<file path="src/rtl/picorv32_bus_bridge.sv">
// picorv32_bus_bridge: registered bridge from the PicoRV32 native memory
// interface to the system bus. One access in flight; IDLE -> BUS -> DONE.
// Optional access timeout is compiled in with `define PICORV32_BRIDGE_TIMEOUT_EN.
module picorv32_bus_bridge #(
    parameter int unsigned BUS_DW         = 32,
    parameter int unsigned TIMEOUT_CYCLES = 256,
    parameter logic [31:0] ERR_RDATA      = 32'hDEAD_BEEF
) (
    input  logic                clk,
    input  logic                rst_n,
    // CPU side
    input  logic                mem_valid,
    input  logic                mem_instr,
    input  logic [31:0]         mem_addr,
    input  logic [31:0]         mem_wdata,
    input  logic [3:0]          mem_wstrb,
    output logic                mem_ready,
    output logic [31:0]         mem_rdata,
    // System bus side
    output logic [31:0]         bus_addr,
    output logic                bus_instr,
    output logic                bus_read,
    output logic                bus_write,
    output logic [BUS_DW-1:0]   bus_writedata,
    output logic [BUS_DW/8-1:0] bus_byteenable,
    input  logic [BUS_DW-1:0]   bus_readdata,
    input  logic [1:0]          bus_response,
    input  logic                bus_waitrequest,
    // Error reporting
    output logic                err_irq,
    output logic [31:0]         err_addr
);

    // Elaboration-time parameter sanity checks
    if (BUS_DW != 32 && BUS_DW != 64) begin : g_bad_bus_dw
        $error("picorv32_bus_bridge: BUS_DW must be 32 or 64");
    end
    if (TIMEOUT_CYCLES < 2) begin : g_bad_timeout
        $error("picorv32_bus_bridge: TIMEOUT_CYCLES must be >= 2");
    end

    localparam int unsigned NumLanes = BUS_DW / 32;
    // Clears log2(BUS_DW/8) low address bits
    localparam logic [31:0] AddrMask = ~(32'(BUS_DW / 8) - 32'd1);

    typedef enum logic [1:0] {
        StIdle,
        StBus,
        StDone
    } state_e;

    state_e      state_q, state_d;
    logic [31:0] addr_q;
    logic [31:0] wdata_q;
    logic [3:0]  wstrb_q;
    logic        instr_q;
    logic [31:0] rdata_q;
    logic        err_q;
    logic [31:0] err_addr_q;

    logic        latch;      // accept a new CPU request this cycle
    logic        finish;     // leave BUS this cycle (completion or timeout)
    logic        fail;       // the access that is finishing is an error
    logic        timeout_hit;
    logic        lane;
    logic [31:0] rd_lane;
    logic        is_read;

    assign is_read = (wstrb_q == 4'b0000);

    // Lane selection: only a 64-bit bus has a second 32-bit lane
    if (BUS_DW == 64) begin : g_lane64
        assign lane    = addr_q[2];
        assign rd_lane = addr_q[2] ? bus_readdata[63:32] : bus_readdata[31:0];
    end else begin : g_lane32
        assign lane    = 1'b0;
        assign rd_lane = bus_readdata[31:0];
    end

`ifdef PICORV32_BRIDGE_TIMEOUT_EN
    localparam int unsigned CntW   = $clog2(TIMEOUT_CYCLES);
    localparam logic [CntW-1:0] CntLast = CntW'(TIMEOUT_CYCLES - 1);

    logic [CntW-1:0] cnt_q;

    // Counts BUS cycles; holds CntLast during the TIMEOUT_CYCLES-th one
    always_ff @(posedge clk or negedge rst_n) begin
        if (!rst_n) begin
            cnt_q <= '0;
        end else if (latch) begin
            cnt_q <= '0;
        end else if (state_q == StBus) begin
            cnt_q <= cnt_q + CntW'(1);
        end
    end

    assign timeout_hit = bus_waitrequest && (cnt_q == CntLast);
`else
    assign timeout_hit = 1'b0;
`endif

    // Next-state logic; completion takes priority over a same-cycle timeout
    always_comb begin
        state_d = state_q;
        latch   = 1'b0;
        finish  = 1'b0;
        fail    = 1'b0;
        unique case (state_q)
            StIdle: begin
                if (mem_valid) begin
                    latch   = 1'b1;
                    state_d = StBus;
                end
            end
            StBus: begin
                if (!bus_waitrequest) begin
                    finish  = 1'b1;
                    fail    = (bus_response != 2'b00);
                    state_d = StDone;
                end else if (timeout_hit) begin
                    finish  = 1'b1;
                    fail    = 1'b1;
                    state_d = StDone;
                end
            end
            StDone: begin
                state_d = StIdle;
            end
            default: begin
                state_d = StIdle;
            end
        endcase
    end

    // State register
    always_ff @(posedge clk or negedge rst_n) begin
        if (!rst_n) begin
            state_q <= StIdle;
        end else begin
            state_q <= state_d;
        end
    end

    // Request capture on acceptance
    always_ff @(posedge clk or negedge rst_n) begin
        if (!rst_n) begin
            addr_q  <= '0;
            wdata_q <= '0;
            wstrb_q <= '0;
            instr_q <= 1'b0;
        end else if (latch) begin
            addr_q  <= mem_addr;
            wdata_q <= mem_wdata;
            wstrb_q <= mem_wstrb;
            instr_q <= mem_instr;
        end
    end

    // Response capture: read data and error status are sampled only when leaving BUS
    always_ff @(posedge clk or negedge rst_n) begin
        if (!rst_n) begin
            rdata_q    <= '0;
            err_q      <= 1'b0;
            err_addr_q <= '0;
        end else if (finish) begin
            err_q <= fail;
            if (!is_read) begin
                rdata_q <= '0;
            end else if (fail) begin
                rdata_q <= ERR_RDATA;
            end else begin
                rdata_q <= rd_lane;
            end
            if (fail) begin
                err_addr_q <= addr_q;
            end
        end
    end

    // Byte enables: read enables a whole word, then steered into the addressed lane
    always_comb begin
        bus_byteenable = '0;
        if (state_q == StBus) begin
            bus_byteenable[3:0] = is_read ? 4'hF : wstrb_q;
            if (lane) begin
                bus_byteenable = bus_byteenable << 4;
            end
        end
    end

    // Bus and CPU outputs, all derived from registers
    assign bus_addr      = addr_q & AddrMask;
    assign bus_instr     = instr_q;
    assign bus_writedata = {NumLanes{wdata_q}};
    assign bus_read      = (state_q == StBus) && is_read;
    assign bus_write     = (state_q == StBus) && !is_read;
    assign mem_ready     = (state_q == StDone);
    assign mem_rdata     = rdata_q;
    assign err_irq       = (state_q == StDone) && err_q;
    assign err_addr      = err_addr_q;

endmodule

</file>
<file path="config.mk">
export PLATFORM = sky130hd
export DESIGN_NAME = picorv32_bus_bridge
export DESIGN_NICKNAME = d
export VERILOG_FILES = /design/src/rtl/picorv32_bus_bridge.sv
export SDC_FILE = /design/constraint.sdc
export NUM_CORES = 1
export LEC_CHECK = 0
export BUFFER_PORTS_ARGS = -buffer_cell sky130_fd_sc_hd__buf_4
export CORE_UTILIZATION = 40
export DETAILED_ROUTE_END_ITERATION = 16
export HOLD_SLACK_MARGIN = 0.02
export PLACE_DENSITY = 0.69
export SLEW_MARGIN = 20
export SYNTH_ARGS = -nofsm -noshare
export SYNTH_HDL_FRONTEND = slang
export SYNTH_SLANG_ARGS = --single-unit
</file>
<file path="constraint.sdc">
create_clock -name clk -period 2.2 [get_ports clk]
set_input_delay 0.11 -clock clk [delete_from_list [all_inputs] [get_ports clk]]
set_output_delay 0.11 -clock clk [all_outputs]
set_load 0.02 [all_outputs]
</file>
==> metrics.md <==
| Metric | Value |
|---|---|
| Slew headroom | `approximately 65%` |
| Post-CTS sizing | `0` |
| Post-detailed-route wirelength per cell | `15.7 microns` |
| Vias in the first global route | `around 4600` |
| Crit path kind | `reg2out` |
| Power per cell area | `roughly 1200 nW/um^2` |
| Reg2Reg Setup Slack | `0.25 ns` |
| Layout cells sized above 1 | `between 50% and 60%` |
| Simple-gate area share of the yosys netlist | `approximately 5%` |
| Ant diodes | `0` |
| Die Span X | `121 microns` |
| CP Capture Point | `bus_read` |
| Grt ovf | `0` |
| Nets | `approximately 830` |
| Die area | `roughly 15000 sq um` |
| Die H | `121 microns` |
| Largest net degree at the start of global routing | `59` |
| Worst Path Arrival | `roughly 1.9 ns` |
| Sequential area share after synthesis | `about three fifths` |
| Final hold vios | `0` |
| Leading cell types in the layout, fill and taps excluded | `buf_4 (244), dfrtp_1 (136), dlygate4sd3_1 (98), mux2_2 (72), o21ai_0 (56)` |
| Tot GR Track Use | `between 20 and 25%` |
| GP Congestion | `0.749` |
| Ys Warns | `0` |
| H-tree Lvls | `4` |
| Clock Sinks | `136` |
| Setup WS post-layout | `roughly 0.18 ns` |
| First-pass GRT wire length | `22.9 mm` |
| Compound-Gate Fraction of Synth Area | `5.12%` |
| Unrepaired setup endpoints after global routing | `no` |
| R2r endpoint | `mem_rdata[22]$_DFFE_PN0P_` |
| # DRC | `0` |
| Syn avg cell area | `approximately 14 sq um` |
| Crit path from | `wstrb_q[0]$_DFFE_PN0P_` |
| Least-Margin Pin Slew | `about 0.52 ns` |
| CP max-delay cell | `nor4_2` |
| Starting Density | `41.8%` |
| IO buf count | `241` |
| Num CTS Buffers | `17` |
| Fin crit period | `2.02 ns` |
| Final setup fails | `0` |
| Most common cell after layout, fill and taps aside | `buf_4` |
| Fin Hold WS | `0.0391 ns` |
| Core area | `13500 sq um` |
| Family with the most delay on the worst path | `simple AND/OR/NAND/NOR gates` |
| Routed Antenna Nets | `0` |
| Util after Layout | `66.7%` |
| Post-synthesis mux area share | `22.3%` |
| LEAKAGE | `4.25 nW` |
| Max Freq | `just under 500 MHz` |
| CP required | `2.09 ns` |
| Hold Buf Count CTS | `98` |
| Routed wire length | `approximately 14 mm` |
| Cell chain of the critical path | `nor4_2 -> buf_4 -> nor2b_1 -> buf_4` |
| Synth unique cells | `24` |
| Worst r2r src | `state_q[0]$_DFFE_PN0P_` |
| Vias | `roughly 4300` |
| Clock buffer depth | `2` |
| Syn-to-layout area delta | `59.6%` |
| CP Max Fanout | `28` |
| Worst-case reg-to-reg path depth | `5` |
| Worst VDD drop | `0.000588 V` |
| Endpoint class of the critical path | `output pin` |
| Setup repair bufs after CTS | `0` |
| Number of max-cap violations | `0` |
| Area share of fa/ha/maj cells after synthesis | `0%` |
| Synth Area in XOR/XNOR | `0%` |
| Critical Path Stages | `4` |
| Crit-path most repeated cell | `buf_4` |
| CP peak stage delay | `0.41 ns` |
| Initial antenna violation count | `0` |
| Final Slew Violations | `0` |
| First-pass detailed-route iteration total | `5` |
| Drt initial violations | `roughly 150` |
| Clock transition at path regs | `0.05 ns` |
| I/O Pins | `244` |
| Critical path launch point type | `flip-flop` |
| Final period util | `91.8%` |
| CTS tree | `done` |
| Clock Tree Root | `clkbuf_16` |
| Setup TNS | `0 ns` |
| Row count | `42` |
| Synthesized instance count | `412` |
| Hold crit path type | `in2reg` |
| Post-DP HPWL | `9.26 mm` |
| Later-pin clock latency in the skew report | `0.41 ns` |
| Synthesized area | `5620 sq um` |
| Setup Skew | `0.00872 ns` |
| Vias/cell | `4.70` |
| Post-synthesis register bit count | `between 100 and 150` |
| Dpl ws | `0.243 ns` |
| Worst Path Buf+Inv | `2` |
| Largest family of logic cells by synthesized area | `multiplexers` |
| Outcome | `complete, no violations` |
-- kinds of logic after synthesis --
kind of cell	count (synthesis)
simple gates	61
compound gates	57
other cells	1
flops	136
buf+inv	55
mux	102
-- final cells by class --
class,instances,area [sq um]
clock buffer,23,458
clock inverter,9,124
fill,972,4480
inverter,1,3.75
multi-input combinational,222,1840
sequential,136,3400
tap,176,220
timing repair buffer,348,2920
-- state kept, by name (all words and copies together), names as in the netlist --
| register | flops |
|---|---|
| addr_q | 32 |
| bus_writedata | 32 |
| err_addr | 32 |
| mem_rdata | 32 |
| wstrb_q | 4 |
| state_q | 2 |
| bus_instr | 1 |
| err_q | 1 |
-- cell usage after synthesis (all sizes together) --
library cell / number / area share (%)
o21ai: 56 / 5.0
buf: 46 / 6.4
clkinv: 1 / 0.067
nand2: 41 / 2.7
conb: 1 / 0.067
or2: 1 / 0.11
a21o: 1 / 0.13
nor4: 1 / 0.11
nor2: 12 / 1.1
nor2b: 1 / 0.11
or3b: 1 / 0.16
mux2: 101 / 22
clkbuf: 8 / 0.53
nor3b: 1 / 0.22
dfrtp: 136 / 61
mux2i: 1 / 0.18
nand2b: 1 / 0.11
and2b: 1 / 0.13
and2: 1 / 0.11
-- layer usage --
| metal | part of all wire (%) | track usage (%) |
|---|---|---|
| met1 | 40 | 23.2 |
| met2 | 51 | 35.3 |
| met3 | 6.5 | 6.56 |
| met4 | 2.6 | 10.0 |
| met5 | 0 | 0 |
-- where the power goes --
| group | internal, mW | switching [mW] |
|---|---|---|
| clock | 1.80 | 0.997 |
| sequential | 3.27 | 0.506 |
| combinational | 1.95 | 1.80 |
-- metrics by stage --
stage | std cells | power, mW | cell area [sq um]
after floorplan | 413 | 5.94 | 5630
after global placement | 785 | 7.32 | 7410
after detailed placement | 785 | 7.41 | 7410
after CTS | 915 | 10.4 | 8970
after global routing | 915 | 10.8 | 8970
final | 915 | 10.3 | 8970
-- worst register-to-register path, stage by stage, from the launching register on --
cell      delay, ns
dfrtp_1        0.44
or3b_1         0.30
buf_4          0.46
clkinv_1       0.39
nand2_1        0.15
o21ai_0        0.09
-- how the worst min path moves through the flow --
| stage | start | to | slack (ns) | cells after the start |
|---|---|---|---|---|
| 2_1_floorplan | rst_n | addr_q[0]$_DFFE_PN0P_ | -0.19 | 0 |
| 3_3_place_gp | rst_n | err_addr[7]$_DFFE_PN0P_ | 0.1 | 1 |
| 3_5_place_dp | rst_n | err_addr[7]$_DFFE_PN0P_ | 0.10 | 1 |
| 4_1_cts | bus_readdata[0] | mem_rdata[0]$_DFFE_PN0P_ | 0.02 | 3 |
| 5_1_grt | bus_readdata[7] | mem_rdata[7]$_DFFE_PN0P_ | 0.04 | 3 |
| 6_report | bus_readdata[0] | mem_rdata[0]$_DFFE_PN0P_ | 0.04 | 3 |
(Power assumes the default switching activity.)
